## src/rtl/telemetry_pkg.sv

```systemverilog
// Shared definitions for the telemetry frame generator.
// Holds the framer FSM state encoding, the fixed ASCII characters that appear
// in every frame, and the two possible frame lengths (plain and checksummed).
package telemetry_pkg;

  typedef enum logic [2:0] {
    IDLE,
    LOAD,
    STROBE,
    WAIT_ACK,
    WAIT_DONE,
    FINISH
  } state_t;

  localparam logic [7:0] ASCII_T     = 8'h54;  // 'T'
  localparam logic [7:0] ASCII_H     = 8'h48;  // 'H'
  localparam logic [7:0] ASCII_S     = 8'h53;  // 'S'
  localparam logic [7:0] ASCII_DOT   = 8'h2E;  // '.'
  localparam logic [7:0] ASCII_COMMA = 8'h2C;  // ','
  localparam logic [7:0] ASCII_STAR  = 8'h2A;  // '*'
  localparam logic [7:0] ASCII_CR    = 8'h0D;
  localparam logic [7:0] ASCII_LF    = 8'h0A;

  localparam int unsigned FRAME_LEN_BASE = 17;
  localparam int unsigned FRAME_LEN_CSUM = 20;

endpackage

```

## src/rtl/nibble_to_ascii.sv

```systemverilog
// Converts a 4-bit value to its uppercase ASCII hex digit ('0'-'9', 'A'-'F').
// Ports:
//   i_nibble - value to convert
//   o_ascii  - ASCII character
module nibble_to_ascii (
  input  logic [3:0] i_nibble,
  output logic [7:0] o_ascii
);

  // 'A' is 8'h41, so values 10..15 map onto 8'h37 + value.
  always_comb begin
    if (i_nibble < 4'd10) o_ascii = 8'h30 + {4'h0, i_nibble};
    else                  o_ascii = 8'h37 + {4'h0, i_nibble};
  end

endmodule

```

## src/rtl/telemetry_framer.sv

```systemverilog
// Telemetry framer: serialises a snapshot of three 3-digit ASCII readings
// into the frame "Tdd.d,Hddd,Sddd" + CR LF, one byte at a time, handshaking
// with a UART transmitter through tx_wr / tx_busy.
//
// Build option: define FRAME_CHECKSUM_EN to append '*' and two uppercase hex
// digits (XOR of the 15 payload bytes) before CR LF, giving 20 bytes.
//
// Parameters:
//   AUTO_PERIOD - cycles between self-triggered frames (0 disables)
//   ACK_TIMEOUT - cycles to wait for tx_busy to rise after a strobe
// Ports:
//   clk, rst_n                  - clock, async active-low reset
//   start                       - one-cycle frame request (ignored while busy)
//   te_data, hu_data, sm_data   - three ASCII digits each, MSB byte first
//   tx_busy                     - UART is shifting a byte
//   tx_data, tx_wr              - byte to UART and its one-cycle write strobe
//   busy                        - frame in progress
//   done                        - one-cycle pulse after the last byte
module telemetry_framer
  import telemetry_pkg::*;
#(
  parameter logic [31:0] AUTO_PERIOD = 32'd0,
  parameter logic [15:0] ACK_TIMEOUT = 16'd64
) (
  input  logic        clk,
  input  logic        rst_n,
  input  logic        start,
  input  logic [23:0] te_data,
  input  logic [23:0] hu_data,
  input  logic [23:0] sm_data,
  input  logic        tx_busy,
  output logic [7:0]  tx_data,
  output logic        tx_wr,
  output logic        busy,
  output logic        done
);

`ifdef FRAME_CHECKSUM_EN
  localparam int unsigned FRAME_LEN = FRAME_LEN_CSUM;
`else
  localparam int unsigned FRAME_LEN = FRAME_LEN_BASE;
`endif
  localparam logic [4:0] LAST_IDX = 5'(FRAME_LEN - 1);

  state_t      r_state, w_next_state;
  logic [4:0]  r_index;
  logic [15:0] r_ack_cnt;
  logic [7:0]  r_tx_data;
  logic [23:0] r_te, r_hu, r_sm;
  logic        r_pending;
  logic        w_auto_fire;
  logic        w_accept;
  logic        w_adv;
  logic [4:0]  w_sel_idx;
  logic [7:0]  w_byte;

  assign w_accept = (r_state == IDLE) && (start || r_pending);

  // tx_data is registered and loaded as the FSM enters STROBE, so the byte is
  // already stable when the combinational tx_wr strobe fires and it holds
  // until the following byte is staged.
  assign w_adv     = (r_state == LOAD) ||
                     ((r_state == WAIT_DONE) && !tx_busy && (r_index != LAST_IDX));
  assign w_sel_idx = (r_state == LOAD) ? 5'd0 : r_index + 5'd1;

`ifdef FRAME_CHECKSUM_EN
  logic [7:0] w_csum, w_csum_hi, w_csum_lo;

  // The two commas cancel in the XOR but are kept so the expression reads as
  // the payload it covers.
  assign w_csum = ASCII_T ^ r_te[23:16] ^ r_te[15:8] ^ ASCII_DOT ^ r_te[7:0] ^
                  ASCII_COMMA ^ ASCII_H ^ r_hu[23:16] ^ r_hu[15:8] ^ r_hu[7:0] ^
                  ASCII_COMMA ^ ASCII_S ^ r_sm[23:16] ^ r_sm[15:8] ^ r_sm[7:0];

  nibble_to_ascii u_hex_hi (.i_nibble(w_csum[7:4]), .o_ascii(w_csum_hi));
  nibble_to_ascii u_hex_lo (.i_nibble(w_csum[3:0]), .o_ascii(w_csum_lo));
`endif

  // NOTE: every signal assigned in an always_comb gets a default first, so no
  // path through the block leaves it unassigned and infers a latch.
  always_comb begin
    w_byte = ASCII_LF;
    case (w_sel_idx)
      5'd0:    w_byte = ASCII_T;
      5'd1:    w_byte = r_te[23:16];
      5'd2:    w_byte = r_te[15:8];
      5'd3:    w_byte = ASCII_DOT;
      5'd4:    w_byte = r_te[7:0];
      5'd5:    w_byte = ASCII_COMMA;
      5'd6:    w_byte = ASCII_H;
      5'd7:    w_byte = r_hu[23:16];
      5'd8:    w_byte = r_hu[15:8];
      5'd9:    w_byte = r_hu[7:0];
      5'd10:   w_byte = ASCII_COMMA;
      5'd11:   w_byte = ASCII_S;
      5'd12:   w_byte = r_sm[23:16];
      5'd13:   w_byte = r_sm[15:8];
      5'd14:   w_byte = r_sm[7:0];
`ifdef FRAME_CHECKSUM_EN
      5'd15:   w_byte = ASCII_STAR;
      5'd16:   w_byte = w_csum_hi;
      5'd17:   w_byte = w_csum_lo;
      5'd18:   w_byte = ASCII_CR;
`else
      5'd15:   w_byte = ASCII_CR;
`endif
      default: w_byte = ASCII_LF;
    endcase
  end

  always_comb begin
    w_next_state = r_state;
    case (r_state)
      IDLE:      if (w_accept) w_next_state = LOAD;
      LOAD:      w_next_state = STROBE;
      STROBE:    if (!tx_busy) w_next_state = WAIT_ACK;
      // A transmitter that never acknowledges must not stall the frame.
      WAIT_ACK:  if (tx_busy || (r_ack_cnt == ACK_TIMEOUT - 16'd1))
                   w_next_state = WAIT_DONE;
      WAIT_DONE: if (!tx_busy)
                   w_next_state = (r_index == LAST_IDX) ? FINISH : STROBE;
      FINISH:    w_next_state = IDLE;
      default:   w_next_state = IDLE;
    endcase
  end

  assign tx_wr   = (r_state == STROBE) && !tx_busy;
  assign tx_data = r_tx_data;
  assign busy    = (r_state != IDLE);
  assign done    = (r_state == FINISH);

  // NOTE: sequential state uses non-blocking assignments so every register
  // samples pre-edge values regardless of statement order.
  always_ff @(posedge clk or negedge rst_n) begin
    if (!rst_n) begin
      r_state   <= IDLE;
      r_index   <= '0;
      r_ack_cnt <= '0;
      r_tx_data <= '0;
      r_te      <= '0;
      r_hu      <= '0;
      r_sm      <= '0;
      r_pending <= 1'b0;
    end else begin
      r_state <= w_next_state;
      if (w_accept) begin
        r_te <= te_data;
        r_hu <= hu_data;
        r_sm <= sm_data;
      end
      if (w_adv) begin
        r_index   <= w_sel_idx;
        r_tx_data <= w_byte;
      end
      if (r_state == WAIT_ACK) r_ack_cnt <= r_ack_cnt + 16'd1;
      else                     r_ack_cnt <= '0;
      // Single-entry request: wraps while already pending collapse into one.
      r_pending <= w_auto_fire | (r_pending & ~w_accept);
    end
  end

  generate
    if (AUTO_PERIOD != 32'd0) begin : g_auto
      logic [31:0] r_auto_cnt;

      always_ff @(posedge clk or negedge rst_n) begin
        if (!rst_n)                                r_auto_cnt <= '0;
        else if (r_auto_cnt == AUTO_PERIOD - 32'd1) r_auto_cnt <= '0;
        else                                       r_auto_cnt <= r_auto_cnt + 32'd1;
      end

      assign w_auto_fire = (r_auto_cnt == AUTO_PERIOD - 32'd1);
    end else begin : g_no_auto
      assign w_auto_fire = 1'b0;
    end
  endgenerate

endmodule

```

## config.mk

```make
export PLATFORM = sky130hd
export DESIGN_NAME = telemetry_framer
export DESIGN_NICKNAME = d
export VERILOG_FILES = /design/src/rtl/telemetry_pkg.sv /design/src/rtl/nibble_to_ascii.sv /design/src/rtl/telemetry_framer.sv
export SDC_FILE = /design/constraint.sdc
export NUM_CORES = 1
export LEC_CHECK = 0
export ABC_AREA = 1
export BUFFER_PORTS_ARGS = -buffer_cell sky130_fd_sc_hd__buf_2
export CAP_MARGIN = 20
export CORE_ASPECT_RATIO = 0.8
export CORE_UTILIZATION = 55
export DETAILED_ROUTE_END_ITERATION = 7
export PLACE_DENSITY = 0.78
export SLEW_MARGIN = 15
export SYNTH_ARGS = -nofsm -noshare
export SYNTH_HDL_FRONTEND = slang
export SYNTH_SLANG_ARGS = --single-unit
```

## constraint.sdc

```tcl
create_clock -name clk -period 3.6 [get_ports clk]
set_input_delay 0.36 -clock clk [delete_from_list [all_inputs] [get_ports clk]]
set_output_delay 0.36 -clock clk [all_outputs]
set_load 0.005 [all_outputs]
```

==> impl_metrics.py, run 1 <==
metrics = {
    "place": {
        "post-dp-hpwl_mm": 9.546,
        "place_area_mm2": 0.005779,
        "pre_cts_ws_ns": 1.375,
        "gp_congestion": 0.9283,
        "port_buffers": 86,
        "place_inst": 882,
    },
    "final_layout": {
        "diodes": 0,
        "final_cells": 898,
        "design_area_mm2": 0.006062,
        "drive_above_1_share_pct": 18.77,
        "fin_util_pct": 65.95,
        "layout-area-overhead-vs-synth_pct": 14.89,
        "fillers": 802,
        "seq_area_mm2": 0.002628,
        "layout.nets": 857,
        "multi_input_area_mm2": 0.002344,
    },
    "global_routing": {
        "antenna_found_initial": 0,
        "grt-ovfl-total": 0,
        "grt_max_degree": 80,
        "grt_use_total_pct": 27.53,
        "grt_first_pass_wirelength_mm": 20.95,
        "grt_pass1_vias": 4294,
    },
    "floorplanning": {
        "row_count": 31,
        "dieArea_mm2": 0.009991,
        "fp.dieW_um": 111.5,
        "die_y_um": 89.61,
        "pin_count": 87,
        "start_util_pct": 57.40,
        "fp.coreArea_mm2": 0.009193,
    },
    "timing": {
        "hold-worst-slack_ns": 0.09786,
        "max_slew.worst_pin.slew_ns": 0.7991,
        "drv_slew": 0,
        "relSlewSlack_pct": 46.73,
        "period_needed_ns": 2.276,
        "hold_viol": 0,
        "setup_viol": 0,
        "rsz0062_at_grt": "false",
        "max_freq_ghz": 0.4394,
        "finClkSkew_ns": 0.007485,
        "setup_tns_ns": 0,
        "timing.final.crit_share_pct": 63.21,
        "finalWorstSetupSlack_ns": 1.324,
    },
    "route": {
        "first_pass_iters": 8,
        "wl_mm": 12.84,
        "vias_per_cell": 5.273,
        "vias": 4735,
        "drt_iter0_drc": 357,
        "drtAntennaViolNets": 0,
        "wl_met3_um": 737,
        "wl_per_cell_um": 14.30,
        "route.met2.wl_mm": 5.674,
        "drc": 2,
        "met1Wirelength_mm": 6.265,
        "highest_layer": "met4",
    },
    "synth": {
        "synthTopCellsByArea": "dfrtp_1, nand2_1, nand3_1",
        "muxShareOfSynthArea_pct": 0,
        "synthXorXnorAreaFrac_pct": 0.3320,
        "async_flop_share_pct": 100.0,
        "syn_inst": 697,
        "yosys.area.top_type": "dfrtp_1",
        "synth_top_area_share_pct": 49.80,
        "synth.distinct_cells": 41,
        "synth_compound_area_share_pct": 4.506,
        "seq_area_frac_synth_pct": 49.80,
        "synth_flop_cell": "dfrtp_1",
        "synth_seq_cells": 105,
        "synth_top_family_by_area": "simple AND/OR/NAND/NOR gates",
        "avgSynthCellArea_um2": 7.570,
        "synthAdderAreaFrac_pct": 0.7114,
        "yosysWarningCount": 0,
        "synth_area_mm2": 0.005276,
        "synth_edf_count": 0,
        "synthSimpleGateAreaFrac_pct": 38.72,
        "synth_nets": 776,
    },
    "clock_tree": {
        "cts_setup_buffers": 0,
        "cts_resized": 0,
        "cts_sinks": 105,
        "clock_path_buffers": 2,
        "h-tree-depth": 3,
        "cts-root-buf": "clkbuf_16",
        "clk_pin_slew_ns": 0.07,
        "holdBufCountCts": 0,
        "worstSkewPairLatency_ns": 0.35,
        "cts-buffers-inserted": 9,
        "tritoncts": "built",
    },
    "setup_path": {
        "required_ns": 3.89,
        "worstPathArrival_ns": 2.57,
        "path_cells": "inv_1 -> ha_1 -> nand3_2 -> inv_2 -> nand2_2 -> nor2_2 -> nand2_1 -> nand3_1 -> nor2_1 -> nand2_1 -> nand2_1 -> nand2_1",
        "rr_startpoint": "r_index[0]$_DFFE_PN0P_",
        "slowest_stage": "dfrtp_1",
        "worstSetupPathType": "register to register",
        "cp_max_fo": 7,
        "worstSetupStartpoint": "r_index[0]$_DFFE_PN0P_",
        "critPathLaunchType": "register",
        "cp-end-kind": "register",
        "cp_common_cell": "nand2_1",
        "cp_slowest_stage_delay_ns": 0.45,
    },
    "status": {
        "outcome": "finished, violations left",
        "violations": "DRC",
    },
    "pwr": {
        "ir_worst_vdd_v": 0.0003504,
        "fin_total_pwr_mw": 4.949,
        "p_per_area_mw_per_mm2": 816.3,
        "p_leak_nw": 3.215,
    },
    "run": {
        "maxCapViolCount": 0,
    },
    "worst_hold_path": {
        "hold_path.class": "input port to asynchronous set/reset pin",
    },
}
state kept, by name (all words and copies together), names as in the netlist:
signal / flops
r_hu: 24
r_sm: 24
r_te: 24
r_ack_cnt: 16
tx_data: 8
r_index: 5
r_state: 3
r_pending: 1
Yosys cell counts, drive strengths merged, types with 2 or more instances:
master,instances
nand2,344
dfrtp,105
inv,51
nor2,51
nand3,50
o21ai,23
a21oi,15
nor3,13
buf,12
clkbuf,9
nand4,9
ha,3
or2,3
xor2,2
cell families (layout without fill, tap and decap cells):
| family | after synthesis | in the layout |
|---|---|---|
| AO/OA/AOI/OAI | 42 | 42 |
| flip-flops | 105 | 105 |
| XOR/XNOR | 2 | 2 |
| buffers and inverters | 72 | 158 |
| AND/OR/NAND/NOR | 473 | 473 |
| adder cells (fa/ha/maj) | 3 | 3 |
routing by layer:
layer | vias up | track usage [%]
met5 | - | 0
met4 | 0 | 7.985
met3 | 13 | 5.101
met2 | 158 | 43.07
met1 | 2222 | 39.79
li1 | 2342 | -
cells in the final DEF (no fill, tap or decap), types with 9 or more instances in the layout:
master     synthesis  routed
o21ai_0           21      21
nand2_1          335     335
nand3_1           43      43
nor3_1            12      12
buf_2              8      85
clkbuf_16          0       9
nor2_1            40      40
a21oi_1           13      13
inv_1             43      42
dfrtp_1          105     105
path summary, 6_finish.rpt:
kind	slack (ns)	cells after the start	end
hold reg to reg	0.46	1	r_ack_cnt[0]$_DFF_PN0_
max in group asynchronous	2.69	2	tx_data[3]$_DFFE_PN0P_
setup reg to reg	1.32	12	tx_data[6]$_DFFE_PN0P_
hold / removal	0.1	1	r_ack_cnt[14]$_DFF_PN0_
setup / recovery	1.32	12	tx_data[6]$_DFFE_PN0P_
min in group clk	0.20	3	r_sm[7]$_DFFE_PN0P_
power by group:
| part | leakage (nW) | internal, mW | total [mW] | switching [mW] |
|---|---|---|---|---|
| logic | 1.75 | 0.662 | 2.03 | 1.37 |
| clock network | 0.134 | 0.493 | 0.938 | 0.445 |
| registers | 1.33 | 1.66 | 1.98 | 0.315 |
| total | 3.22 | 2.82 | 4.95 | 2.13 |
cell type report:
cell class,count,area share [%]
Tap cell,115,2.374
Inverter,51,3.199
Multi-Input combinational cell,520,38.66
Clock buffer,11,4.004
Timing Repair Buffer,91,7.761
Clock inverter,5,0.6605
Sequential cell,105,43.34
critical path, delay by kind of cell, from the launching register on:
family | cells | cell delay, ns
adders and majority gates | 1 | 0.44
buffers and inverters | 2 | 0.27
DFF | 1 | 0.45
and+or+nand+nor | 9 | 1.06
(Power assumes the default switching activity.)
==> inputs of run 2 (changes only) <==
Settings changed: ABC_AREA 1 to 0, CORE_UTILIZATION 55 to 51, PLACE_DENSITY 0.78 to 0.76.
Clock period 3.6 ns to 2 ns, I/O delays scaled along.
==> impl_metrics.py, run 2 <==
metrics = {
    "setup_path": {
        "required_ns": 2.24,
        "path_cells": "ha_4 -> buf_4 -> xnor2_4 -> nor2_1 -> buf_4 -> a32oi_2 -> o2111ai_1 -> a22o_1",
        "cp_max_fo": 8,
        "critPathLaunchType": "register",
        "reg2reg_to": "tx_data[5]$_DFFE_PN0P_",
        "rr_startpoint": "r_index[0]$_DFFE_PN0P_",
        "r2r_slack_ns": -0.18,
        "worstSetupPathType": "register to register",
        "cp_slowest_stage_delay_ns": 0.45,
        "worstPathArrival_ns": 2.42,
        "cp_top_family": "compound AO/OA/AOI/OAI gates",
        "rr_worst_depth": 8,
        "path_buf_inv": 2,
        "cp-end-kind": "register",
        "slowest_stage": "dfrtp_2",
        "cp_common_cell": "buf_4",
    },
    "place": {
        "gp_congestion": 0.8866,
        "port_buffers": 86,
        "post-dp-hpwl_mm": 11.09,
    },
    "synth": {
        "yosysMostFrequentCell": "dfrtp_1",
        "yosysWarningCount": 0,
        "synthSimpleGateAreaFrac_pct": 14.02,
        "muxShareOfSynthArea_pct": 16.34,
        "synth_top_family_by_area": "multiplexers",
        "syn_inst": 475,
        "synth.distinct_cells": 67,
        "synthAdderAreaFrac_pct": 0.6974,
        "synth_edf_count": 0,
        "synth_seq_cells": 105,
        "synth_nets": 554,
        "async_flop_share_pct": 100.0,
        "seq_area_frac_synth_pct": 48.81,
        "synth_area_mm2": 0.005383,
        "synthXorXnorAreaFrac_pct": 4.533,
        "synth_compound_area_share_pct": 11.44,
        "synth_flop_cell": "dfrtp_1",
        "avgSynthCellArea_um2": 11.33,
        "synthTopCellsByArea": "dfrtp_1, mux2_2, nor2_1",
        "synth_top_area_share_pct": 48.81,
        "synthTopCellsByCount": "dfrtp_1, mux2_2, nor2_1, nand2_1, nand3_1",
        "yosys.area.top_type": "dfrtp_1",
    },
    "floorplanning": {
        "fp.dieW_um": 116.9,
        "dieArea_mm2": 0.01097,
        "pin_count": 87,
        "die_y_um": 93.89,
        "fp.coreArea_mm2": 0.01024,
        "start_util_pct": 52.57,
        "row_count": 33,
    },
    "route": {
        "wl_per_cell_um": 19.58,
        "drt_iter0_drc": 378,
        "drtAntennaViolNets": 0,
        "wl_mm": 15.49,
        "first_pass_iters": 7,
        "vias_per_cell": 5.767,
        "drc": 2,
        "vias": 4562,
    },
    "global_routing": {
        "grt_first_pass_wirelength_mm": 23.36,
        "grt_max_degree": 65,
        "antenna_found_initial": 0,
        "grt-ovfl-total": 0,
        "grt_use_total_pct": 28.81,
        "grt_pass1_vias": 4421,
    },
    "pwr": {
        "p_sw_mw": 3.768,
        "p_int_mw": 6.389,
        "p_per_area_mw_per_mm2": 1383,
        "power_frac_comb_pct": 46.3,
        "seq_power_share_pct": 36.6,
        "clock_power_share_pct": 17.1,
        "switching_share_pct": 37.10,
        "ir_worst_vdd_v": 0.0007787,
        "p_leak_nw": 3.315,
    },
    "clock_tree": {
        "worstSkewPairLatency_ns": 0.35,
        "h-tree-depth": 3,
        "cts_sinks": 105,
        "cts-root-buf": "clkbuf_16",
        "cts-buffers-inserted": 9,
        "tritoncts": "built",
        "clk_pin_slew_ns": 0.08,
        "clock_path_buffers": 2,
    },
    "worst_hold_path": {
        "min_to": "r_sm[21]$_DFFE_PN0P_",
        "hold_path.class": "input port to register",
        "holdPathStages": 2,
        "min_from": "sm_data[21]",
    },
    "run": {
        "maxCapViolCount": 0,
    },
    "timing": {
        "setup_tns_ns": -0.7538,
        "timing.final.crit_share_pct": 109.2,
        "rsz0062_at_grt": "true",
        "finClkSkew_ns": 0.005993,
        "max_slew.worst_pin.slew_ns": 0.4079,
        "drv_slew": 0,
        "finalWorstSetupSlack_ns": -0.1845,
        "hold_viol": 0,
        "relSlewSlack_pct": 72.81,
        "setup_viol": 8,
        "period_needed_ns": 2.185,
        "max_freq_ghz": 0.4578,
    },
    "final_layout": {
        "fillers": 734,
        "most-common-layout-cells": "dfrtp_1, buf_2, buf_4",
        "fin_util_pct": 71.74,
        "layout-area-overhead-vs-synth_pct": 36.47,
        "mostFrequentLayoutCell": "dfrtp_1",
        "drive_above_1_share_pct": 51.61,
        "layout.nets": 725,
        "multi_input_area_mm2": 0.002818,
        "diodes": 0,
        "largestRegisters": "r_hu x24, r_sm x24, r_te x24",
        "seq_area_mm2": 0.002630,
    },
    "status": {
        "outcome": "finished, violations left",
        "violations": "DRC, setup timing",
    },
}
## run 2: cell count changes after synthesis, sizes merged, moves of 10 or more
cell / previous run / this run
buf: 12 / 26
inv: 51 / 11
mux2: 0 / 71
nand2: 344 / 31
nand3: 50 / 19
xnor2: 0 / 12
xor2: 2 / 12
## run 2: how the worst max path moves through the flow
stage | startpoint | end | slack (ns) | cells past startpoint
2_1_floorplan | r_index[0]$_DFFE_PN0P_ | tx_data[3]$_DFFE_PN0P_ | -0.02 | 8
3_3_place_gp | r_index[0]$_DFFE_PN0P_ | tx_data[5]$_DFFE_PN0P_ | -0.26 | 7
3_5_place_dp | r_index[0]$_DFFE_PN0P_ | tx_data[7]$_DFFE_PN0P_ | -0.34 | 8
6_report | r_index[0]$_DFFE_PN0P_ | tx_data[5]$_DFFE_PN0P_ | -0.18 | 8
4_1_cts | r_index[1]$_DFFE_PN0P_ | tx_data[7]$_DFFE_PN0P_ | -0.08 | 10
5_1_grt | r_index[0]$_DFFE_PN0P_ | tx_data[3]$_DFFE_PN0P_ | -0.26 | 8
## run 2: kinds of logic after synthesis
family          Yosys count
mux                      79
simple gates            142
buf+inv                  40
xor+xnor                 24
fa+ha+maj                 3
flops                   105
compound gates           82
## run 2: power groups by stage
| stage | Sequential [mW] | Combinational, mW | Clock (mW) |
|---|---|---|---|
| CTS | 3.67 | 4.20 | 1.78 |
| global placement | 3.65 | 3.91 | 0 |
| finish | 3.71 | 4.71 | 1.74 |
| global route | 3.79 | 5.03 | 1.86 |
| detailed placement | 3.68 | 4.00 | 0 |
| floorplan | 3.39 | 2.61 | 0 |
## run 2: what timing repair did
item,CTS,global route
buffers inserted,11,11
resized for setup,24,38
hold buffers,1,0
endpoints found under the setup margin,8,10
cloned,0,2
pin swaps,14,13
hold endpoints to repair,74,0
## run 2: routing by layer
layer,up-vias,GRT usage (%),part of all wire (%)
li1,2059,-,-
met2,202,43.34,47
met1,2274,40.69,44
met4,0,9.388,2.1
met3,27,7.097,7.4
met5,-,0,0
## run 2: cell type report
cell class	count	area share, %
Clock buffer	9	3.066
Clock inverter	7	1.005
Inverter	12	0.6813
Multi-Input combinational cell	330	38.36
Sequential cell	105	35.80
Tap cell	140	2.385
Timing Repair Buffer	188	18.70
## run 2: through the flow
stage	setup WS, ns	hold slack [ns]	instance area (um^2)	instances	total power [mW]
after global routing	-0.2553	0.07259	7346	791	10.67
after CTS	-0.07998	0.06632	7052	779	9.642
final	-0.1845	0.07681	7346	791	10.16
after global placement	-0.2553	0.05047	6553	752	7.559
after floorplan	-0.02003	-0.09559	5429	475	5.996
after detailed placement	-0.3377	0.04879	6553	752	7.683
==> inputs of run 3 (changes only) <==
Settings changed: CORE_UTILIZATION 51 to 35, PLACE_DENSITY 0.76 to not set.
==> impl_metrics.py, run 3 (synthesis results as in run 2) <==
metrics = {
    "clock_tree": {
        "tritoncts": "built",
        "worstSkewPairLatency_ns": 0.36,
        "cts-buffers-inserted": 9,
        "cts_sinks": 105,
        "h-tree-depth": 3,
        "cts-root-buf": "clkbuf_16",
        "clk_pin_slew_ns": 0.07,
        "clock_path_buffers": 2,
    },
    "final_layout": {
        "multi_input_area_mm2": 0.002740,
        "seq_area_mm2": 0.002629,
        "layout.nets": 701,
        "largestRegisters": "r_hu x24, r_sm x24, r_te x24",
        "drive_above_1_share_pct": 47.37,
        "mostFrequentLayoutCell": "dfrtp_1",
        "diodes": 0,
        "most-common-layout-cells": "dfrtp_1, buf_2, mux2_2",
        "layout-area-overhead-vs-synth_pct": 31.94,
        "final_cells": 816,
        "fillers": 1387,
    },
    "place": {
        "place_inst": 792,
        "gp_congestion": 0.9136,
        "pre_cts_ws_ns": -0.3157,
        "post-dp-hpwl_mm": 11.49,
        "port_buffers": 86,
    },
    "global_routing": {
        "grt_pass1_vias": 4485,
        "grt-ovfl-total": 0,
        "grt_use_total_pct": 20.31,
        "grt_max_degree": 41,
        "grt_first_pass_wirelength_mm": 24.30,
        "antenna_found_initial": 0,
    },
    "timing": {
        "finalWorstSetupSlack_ns": -0.1410,
        "relSlewSlack_pct": 67.77,
        "hold_viol": 0,
        "finClkSkew_ns": 0.008360,
        "period_needed_ns": 2.141,
        "hold-worst-slack_ns": 0.05468,
        "rsz0062_at_grt": "true",
        "drv_slew": 0,
        "max_slew.worst_pin.slew_ns": 0.4824,
        "setup_viol": 8,
        "max_freq_ghz": 0.4671,
        "timing.final.crit_share_pct": 107.0,
    },
    "pwr": {
        "p_leak_nw": 3.178,
        "p_per_area_mw_per_mm2": 1360,
        "ir_worst_vdd_v": 0.0006875,
    },
    "route": {
        "vias": 4311,
        "wl_mm": 14.96,
        "drc": 0,
        "drtAntennaViolNets": 0,
        "drt_iter0_drc": 308,
        "first_pass_iters": 5,
        "vias_per_cell": 5.283,
        "wl_per_cell_um": 18.34,
    },
    "floorplanning": {
        "dieArea_mm2": 0.01588,
        "pin_count": 87,
        "row_count": 40,
        "fp.coreArea_mm2": 0.01501,
        "die_y_um": 112.9,
        "start_util_pct": 35.85,
        "fp.dieW_um": 140.7,
    },
    "setup_path": {
        "required_ns": 2.25,
        "cp_max_fo": 7,
        "worstPathArrival_ns": 2.39,
        "cp-end-kind": "register",
        "slowest_stage": "dfrtp_1",
        "worstSetupPathType": "register to register",
        "critPathLaunchType": "register",
        "crit_path_end": "tx_data[4]$_DFFE_PN0P_",
        "reg2reg_to": "tx_data[4]$_DFFE_PN0P_",
        "cp_slowest_stage_delay_ns": 0.39,
        "rr_startpoint": "r_index[0]$_DFFE_PN0P_",
        "r2r_slack_ns": -0.14,
        "cp_common_cell": "buf_4",
        "path_cells": "buf_4 -> ha_4 -> and4_4 -> o211ai_4 -> buf_12 -> nor2_8 -> a221oi_2 -> buf_4 -> nand3_1 -> a22o_1",
        "rr_worst_depth": 10,
        "worstSetupStartpoint": "r_index[0]$_DFFE_PN0P_",
    },
    "status": {
        "violations": "setup timing",
        "outcome": "finished, violations left",
    },
    "worst_hold_path": {
        "hold_path.class": "input port to register",
    },
    "run": {
        "maxCapViolCount": 0,
    },
}
==> run 3: timing repair <==
item / 4_1_cts / 5_1_grt
setup buffers: 1 / 6
gates resized for setup: 18 / 23
endpoints found under the hold margin: 29 / 0
hold buffers: 1 / 0
endpoints found under the setup margin: 8 / 10
pin swaps: 4 / 11
==> run 3: critical path: cells and delay by family, from the launching register on <==
| kind | cells | cell delay, ns |
|---|---|---|
| compound gates | 3 | 0.66 |
| fa+ha+maj | 1 | 0.21 |
| buf+inv | 3 | 0.45 |
| flops | 1 | 0.39 |
| simple gates | 3 | 0.32 |
==> run 3: layout make-up <==
cell class	count	share of cell area [%]
flip-flops and latches	105	37.02
repair buffers	164	16.33
clock inverters	6	0.6695
clock buffers	10	3.365
well taps	189	3.330
inverters	12	0.7047
multi-input cells	330	38.58
==> run 3: where the power goes <==
group          internal [mW]  total, mW  switching (mW)
registers               3.02       3.68           0.661
logic                   2.23       4.26            2.02
clock network          0.895       1.72           0.828
==> run 3: stage by stage <==
stage | total power [mW] | TNS (ns) | area, um^2 | util [%]
after floorplan | 5.996 | -0.02538 | 5429 | -
after global placement | 7.562 | -1.779 | 6541 | 43.57
after detailed placement | 7.662 | -2.212 | 6541 | 43.57
after CTS | 9.526 | -0.7754 | 6932 | 46.17
after global routing | 10.29 | -1.584 | 7102 | 47.30
final | 9.658 | -0.8729 | 7102 | 47.30
==> run 3: how the worst min path moves through the flow <==
| stage | endpoint | startpoint | cells past startpoint | slack, ns |
|---|---|---|---|---|
| global placement | r_hu[19]$_DFFE_PN0P_ | rst_n | 1 | 0.17 |
| CTS | r_hu[15]$_DFFE_PN0P_ | hu_data[15] | 3 | 0.04 |
| finish | r_hu[15]$_DFFE_PN0P_ | hu_data[15] | 3 | 0.05 |
| floorplan | r_ack_cnt[0]$_DFF_PN0_ | rst_n | 0 | -0.1 |
| global route | r_hu[12]$_DFFE_PN0P_ | hu_data[12] | 2 | 0.05 |
| detailed placement | r_te[4]$_DFFE_PN0P_ | rst_n | 1 | 0.18 |
==> run 3: layer usage <==
| metal | wire length, um | track usage [%] |
|---|---|---|
| met1 | 6901 | 27.73 |
| met2 | 6959 | 31.58 |
| met3 | 927 | 5.882 |
| met4 | 173 | 5.435 |
| met5 | 0 | 0 |
